===== src/rtl/dut_sweep_sequencer.sv =====
// Autonomous read-sweep controller. Takes one command (DUT select plus an
// inclusive address range). For each address it issues a read to the selected
// DUT, waits for the ready level (bounded by a timeout), and streams each
// result word out over a valid/ready handshake.
//
// Ports:
//   clk_i, rst_ni        clock (rising edge), asynchronous active-low reset
//   cmd_*                command handshake: select, first/last address
//   abort_i              synchronous abort of a running sweep
//   dut_*                read transaction interface toward the DUT bank
//   res_*                result stream: data, address, timeout flag
//   busy_o, done_o       status; done_o pulses once when a sweep completes
module dut_sweep_sequencer #(
  parameter int unsigned NumDut        = 3,
  parameter int unsigned BitwidthData  = 16,
  parameter int unsigned BitwidthAdr   = 6,
  parameter int unsigned TimeoutCycles = 1024,
  localparam int unsigned SelW         = (NumDut > 1) ? $clog2(NumDut) : 1
) (
  input  logic                    clk_i,
  input  logic                    rst_ni,
  input  logic                    cmd_valid_i,
  output logic                    cmd_ready_o,
  input  logic [SelW-1:0]         cmd_sel_i,
  input  logic [BitwidthAdr-1:0]  cmd_adr_first_i,
  input  logic [BitwidthAdr-1:0]  cmd_adr_last_i,
  input  logic                    abort_i,
  output logic                    dut_start_o,
  output logic [SelW-1:0]         dut_sel_o,
  output logic [BitwidthAdr-1:0]  dut_adr_o,
  output logic                    dut_rnw_o,
  input  logic [BitwidthData-1:0] dut_dout_i,
  input  logic                    dut_rdy_i,
  output logic                    res_valid_o,
  input  logic                    res_ready_i,
  output logic [BitwidthData-1:0] res_data_o,
  output logic [BitwidthAdr-1:0]  res_adr_o,
  output logic                    res_timeout_o,
  output logic                    busy_o,
  output logic                    done_o
);

  localparam int unsigned CntW = $clog2(TimeoutCycles);
  localparam logic [CntW-1:0] TmoLast = CntW'(TimeoutCycles - 1);

  typedef enum logic [2:0] {
    StIdle,
    StIssue,
    StGuard,
    StWait,
    StEmit,
    StDone
  } state_e;

  state_e                  state_q;
  logic [SelW-1:0]         dut_sel_q;
  logic [BitwidthAdr-1:0]  dut_adr_q;
  logic [BitwidthAdr-1:0]  adr_last_q;
  logic [BitwidthAdr-1:0]  res_adr_q;
  logic [BitwidthData-1:0] res_data_q;
  logic [CntW-1:0]         tmo_cnt_q;
  logic                    dut_start_q;
  logic                    res_valid_q;
  logic                    res_timeout_q;
  logic                    cmd_ready_q;
  logic                    busy_q;
  logic                    done_q;

  // Outputs are registered alongside the state so each one is valid in the
  // same cycle as the state it belongs to.
  always_ff @(posedge clk_i or negedge rst_ni) begin
    if (!rst_ni) begin
      state_q       <= StIdle;
      dut_sel_q     <= '0;
      dut_adr_q     <= '0;
      adr_last_q    <= '0;
      res_adr_q     <= '0;
      res_data_q    <= '0;
      tmo_cnt_q     <= '0;
      dut_start_q   <= 1'b0;
      res_valid_q   <= 1'b0;
      res_timeout_q <= 1'b0;
      cmd_ready_q   <= 1'b1;
      busy_q        <= 1'b0;
      done_q        <= 1'b0;
    end else begin
      dut_start_q <= 1'b0;
      done_q      <= 1'b0;
      if (abort_i && (state_q != StIdle)) begin
        // Abort beats every transition, including a same-cycle transfer.
        state_q     <= StIdle;
        res_valid_q <= 1'b0;
        cmd_ready_q <= 1'b1;
        busy_q      <= 1'b0;
      end else begin
        case (state_q)
          StIdle: begin
            if (cmd_valid_i) begin
              dut_sel_q   <= cmd_sel_i;
              dut_adr_q   <= cmd_adr_first_i;
              adr_last_q  <= cmd_adr_last_i;
              cmd_ready_q <= 1'b0;
              busy_q      <= 1'b1;
              if (cmd_adr_first_i > cmd_adr_last_i) begin
                state_q <= StDone;
                done_q  <= 1'b1;
              end else begin
                state_q     <= StIssue;
                dut_start_q <= 1'b1;
              end
            end
          end
          StIssue: begin
            tmo_cnt_q <= '0;
            state_q   <= StGuard;
          end
          // The DUT may still present the previous ready level here.
          StGuard: state_q <= StWait;
          StWait: begin
            if (dut_rdy_i) begin
              res_data_q    <= dut_dout_i;
              res_timeout_q <= 1'b0;
              res_adr_q     <= dut_adr_q;
              res_valid_q   <= 1'b1;
              state_q       <= StEmit;
            end else if (tmo_cnt_q == TmoLast) begin
              res_data_q    <= '0;
              res_timeout_q <= 1'b1;
              res_adr_q     <= dut_adr_q;
              res_valid_q   <= 1'b1;
              state_q       <= StEmit;
            end else begin
              tmo_cnt_q <= tmo_cnt_q + CntW'(1);
            end
          end
          StEmit: begin
            if (res_ready_i) begin
              res_valid_q <= 1'b0;
              // Compare before incrementing so the top address never wraps.
              if (dut_adr_q == adr_last_q) begin
                state_q <= StDone;
                done_q  <= 1'b1;
              end else begin
                dut_adr_q   <= dut_adr_q + BitwidthAdr'(1);
                state_q     <= StIssue;
                dut_start_q <= 1'b1;
              end
            end
          end
          StDone: begin
            state_q     <= StIdle;
            cmd_ready_q <= 1'b1;
            busy_q      <= 1'b0;
          end
          default: begin
            state_q     <= StIdle;
            res_valid_q <= 1'b0;
            cmd_ready_q <= 1'b1;
            busy_q      <= 1'b0;
          end
        endcase
      end
    end
  end

  assign cmd_ready_o   = cmd_ready_q;
  assign dut_start_o   = dut_start_q;
  assign dut_sel_o     = dut_sel_q;
  assign dut_adr_o     = dut_adr_q;
  assign dut_rnw_o     = 1'b1;
  assign res_valid_o   = res_valid_q;
  assign res_data_o    = res_data_q;
  assign res_adr_o     = res_adr_q;
  assign res_timeout_o = res_timeout_q;
  assign busy_o        = busy_q;
  assign done_o        = done_q;

endmodule


===== config.mk =====
export PLATFORM = sky130hd
export DESIGN_NAME = dut_sweep_sequencer
export DESIGN_NICKNAME = d
export VERILOG_FILES = /design/src/rtl/dut_sweep_sequencer.sv
export SDC_FILE = /design/constraint.sdc
export NUM_CORES = 1
export LEC_CHECK = 0
export CELL_PAD_IN_SITES_DETAIL_PLACEMENT = 2
export CELL_PAD_IN_SITES_GLOBAL_PLACEMENT = 2
export CORE_ASPECT_RATIO = 0.7
export CORE_UTILIZATION = 30
export CTS_CLUSTER_DIAMETER = 120
export DETAILED_ROUTE_END_ITERATION = 16
export GPL_TIMING_DRIVEN = 1
export HOLD_SLACK_MARGIN = 0.05
export PLACE_DENSITY_LB_ADDON = 0.25
export SLEW_MARGIN = 40
export SYNTH_ARGS = -nofsm -noshare
export SYNTH_HDL_FRONTEND = slang
export SYNTH_SLANG_ARGS = --single-unit

===== constraint.sdc =====
create_clock -name clk_i -period 2.5 [get_ports clk_i]
set_clock_uncertainty 0.2 [all_clocks]
set_input_delay 0.375 -clock clk_i [delete_from_list [all_inputs] [get_ports clk_i]]
set_output_delay 0.375 -clock clk_i [all_outputs]
set_load 0.01 [all_outputs]

==> results list <==
* Cell-internal power: 2.58 mW
- The analysis attributes to net switching a power of 1.52 mW.
- Post-CTS resize count: 0
* P_leak: 1.66 nW
- Worst slew slack as a fraction of its limit: 62.1%
- For this configuration, the core starts out at a cell density of 31.5%.
- Setup TNS: 0 ns
* Clk Tree Root Cell: clkbuf_16
- In this run, the number of DRC markers left after iteration 0 of detailed routing was 94.
- Sequential cell fraction of total power: 36.4%
- Along the worst path, the maximum fanout reaches 24.
* Crit path capture type: flip-flop
- Minimum clock period: 2.32 ns
* Source of the critical timing path: tmo_cnt_q[0]$_DFFE_PN0P_
* Critical R2R Launch: tmo_cnt_q[0]$_DFFE_PN0P_
- Detailed Route WL: 8.15 mm
* Synthesized Nets: 306
* FP Rows: 28
- Signed area change from the synthesized netlist to the final layout: 38.7%
* Number of distinct library cells after synthesis: 47
* Antenna diodes: 0
* Routability cong.: 0.749
* Transition time at the pin with the least slew margin: 0.567 ns
- Final hold violation count: 0
- Initial antenna violation count: 0
- Across all setup checks in the final design, the least slack found is 0.185 ns.
- Highest metal layer with signal wires: met4
* RSZ-0062 raised after global routing: false
* Setup violation total in the final timing report: 0
- The floorplan step defined a die boundary enclosing 9440 um2.
* Power share of the clock group: 17.4%
- The library cell used most frequently in the layout, excluding fill and tap cells, is clkdlybuf4s50_1.
- Top-area cell type share of the netlist area: 49.8%
- In the synthesized netlist, the number of instances is 262.
* Post-CTS Setup Inserts: 0
- Class of the worst hold path: reg2reg
* DR DRC count: 0
* Worst ir drop on vdd: 466 uV
- Period utilisation layout: 92.6%
* Length of routed wiring on met1: 4.03 mm
* Worst setup timing slack at the placement stage: 0.0318 ns
* Maximum buffer depth of the clock tree: 2
* Achievable Freq: 432 MHz
* Largest net degree at the start of global routing: 36
- Die boundary height: 81.6 um
- Fill cell count: 940
* Total met2 wirelength after detailed routing: 3.73 mm
- Clock network latency to the later pin of the worst-skew pair: 0.30 ns
- Largest cells by area after synthesis: dfrtp_1 50%, a22o_1 5.5%, o21ai_0 4.2%
- Cells with a size suffix above 1 make up 10.9% of the layout.
* Antenna Violating Nets Remaining: 0
- First-pass GRT wire length: 13.4 mm
- Mean routed wirelength per cell: 17.7 um
- Global routing consumed, over all layers together, 18.8% of the routing resources.
- Core footprint: 8620 um2
- Critical Path Source Type: flip-flop
- Counting flops and latches in the post-synthesis netlist gives 55.
- Clock tree from TritonCTS: yes
* Commonest cells after routing, fill and taps aside: 70 x clkdlybuf4s50_1, 54 x dfrtp_1, 28 x nand2_1
* Share of async-settable or async-resettable flops after synthesis: 100%
- FF/Latch Area: 1380 um2
- After clock tree synthesis, the clock-pin slew on the worst setup and hold paths is 0.07 ns.
* Estimated wirelength of the detail-placed design: 6.05 mm
- Areal power density over the cells: 1090 nW/um2
- Net switching is 37.1% of the power.
- In the detailed route, the total length drawn on met3 is 332 um.
* Slew Limit Fails: 0
- Min-Delay Startpoint: dut_sel_o[0]$_DFFE_PN0P_
* Buffers on Ports: 71
* Result of the run: completed
* Sequential area share after synthesis: 50.7%
- After global routing the overflow that remains totals 0.
- Total number of vias: 2350
- X dimension of the die: 116 um
* Cell accounting for the most synthesized area: dfrtp_1
- During synthesis, Yosys emitted a total of 0 warnings.
- Post-CTS Hold Fix Bufs: 1
* Top FF cell, synth: dfrtp_1
- Combinational cells account for 46.1% of the total power.
* Clk sinks: 55
- Max-cap violations in this run came to 0.
* Type of the setup path with the least slack: reg2reg
- The number of global-route vias before repair was 2556.
* TritonRoute pass-1 iters: 4
- After the last flow step, the layout net total stands at 384.
* Maximum level of the CTS H-tree: 2
- The mapped netlist covers 2720 um2.
- 73 I/O pins were placed.
- Mean post-synth cell area: 10.4 um2
* Data required time at the worst endpoint: 2.48 ns
- The multi-input combinational cells in the finished layout cover a total of 1200 um2.
- Using the TritonRoute via totals, the vias-per-cell ratio works out to 5.10.
- Clock buffer count from CTS: 5
- For the worst setup path, the data arrival time is 2.30 ns.
* Number of enable-type register cells in the synthesized netlist: 0
-- worst max-delay path: stages, from the launching register on --
cell and delay (ns):
dfrtp_1 0.42, ha_1 0.25, and3_1 0.24, a41oi_4 0.17, or3_1 0.43, buf_12 0.18, mux2_4 0.30
-- sequential cells by signal, indices dropped and copies added (netlist names) --
name	count
dut_adr_o	6
res_adr_o	6
tmo_cnt_q	10
busy_o	1
res_valid_o	1
cmd_ready_o	1
dut_start_o	1
adr_last_q	6
state_q	3
done_o	1
dut_sel_o	2
res_data_o	16
res_timeout_o	1
-- area by class of cell --
| type | count | area share [%] |
|---|---|---|
| timing repair buffer | 85 | 22.3 |
| clock inverter | 2 | 0.432 |
| inverter | 14 | 1.40 |
| clock buffer | 6 | 3.42 |
| tap | 120 | 3.99 |
| sequential | 55 | 36.6 |
| multi-input combinational | 179 | 31.9 |
-- final timing paths --
path	endpoint	slack, ns	depth (start not counted)
max	res_adr_o[4]$_DFFE_PN0P_	0.18	6
min	dut_sel_o[0]$_DFFE_PN0P_	0.29	2
max reg2reg	res_adr_o[4]$_DFFE_PN0P_	0.18	6
min reg2reg	dut_sel_o[0]$_DFFE_PN0P_	0.29	2
max in group asynchronous	res_adr_o[5]$_DFFE_PN0P_	1.11	3
min in group asynchronous	dut_adr_o[5]$_DFFE_PN0P_	0.41	2
-- layer usage --
metal,vias to the layer above,track usage [%]
met3,5,3.47
li1,1093,-
met4,0,4.62
met1,1205,25.3
met5,-,0
met2,47,31.4
-- cell usage after synthesis (all sizes together), types with 3 or more instances --
cell type,count
mux2i,3
or2,3
clkbuf,6
o31ai,8
nand4,4
nand3,10
inv,14
ha,8
nand2,28
o21ai,23
xnor2,6
a211oi,4
mux2,8
nor2,19
and3,4
a22o,17
dfrtp,54
nand2b,3
buf,8
a21oi,7
-- cell families after synthesis --
kind of cell | synth area share, %
flops | 50.7
xor+xnor | 2.26
buf+inv | 4.98
other cells | 0.138
simple gates | 13.5
fa+ha+maj | 3.69
compound gates | 20.0
mux | 4.70
-- stage by stage --
| stage | hold WS (ns) | cell area [um2] | cells | utilization, % | power [mW] |
|---|---|---|---|---|---|
| CTS | 0.297 | 3770 | 461 | 43.7 | 4.16 |
| detailed placement | 0.211 | 3610 | 452 | 41.9 | 3.41 |
| finish | 0.289 | 3770 | 461 | 43.7 | 4.10 |
| floorplan | -0.121 | 2720 | 262 | - | 2.44 |
| global placement | 0.204 | 3610 | 452 | 41.9 | 3.33 |
| global route | 0.312 | 3770 | 461 | 43.7 | 4.40 |
-- power by group through the flow --
| stage | combinational, mW | sequential (mW) | clock, mW |
|---|---|---|---|
| final | 1.89 | 1.49 | 0.715 |
| after global routing | 2.09 | 1.54 | 0.776 |
| after CTS | 1.92 | 1.50 | 0.745 |
| after detailed placement | 1.90 | 1.51 | 0 |
| after global placement | 1.84 | 1.49 | 0 |
| after floorplan | 0.871 | 1.56 | 0 |
No activity file was read; power rests on OpenSTA's default activity.
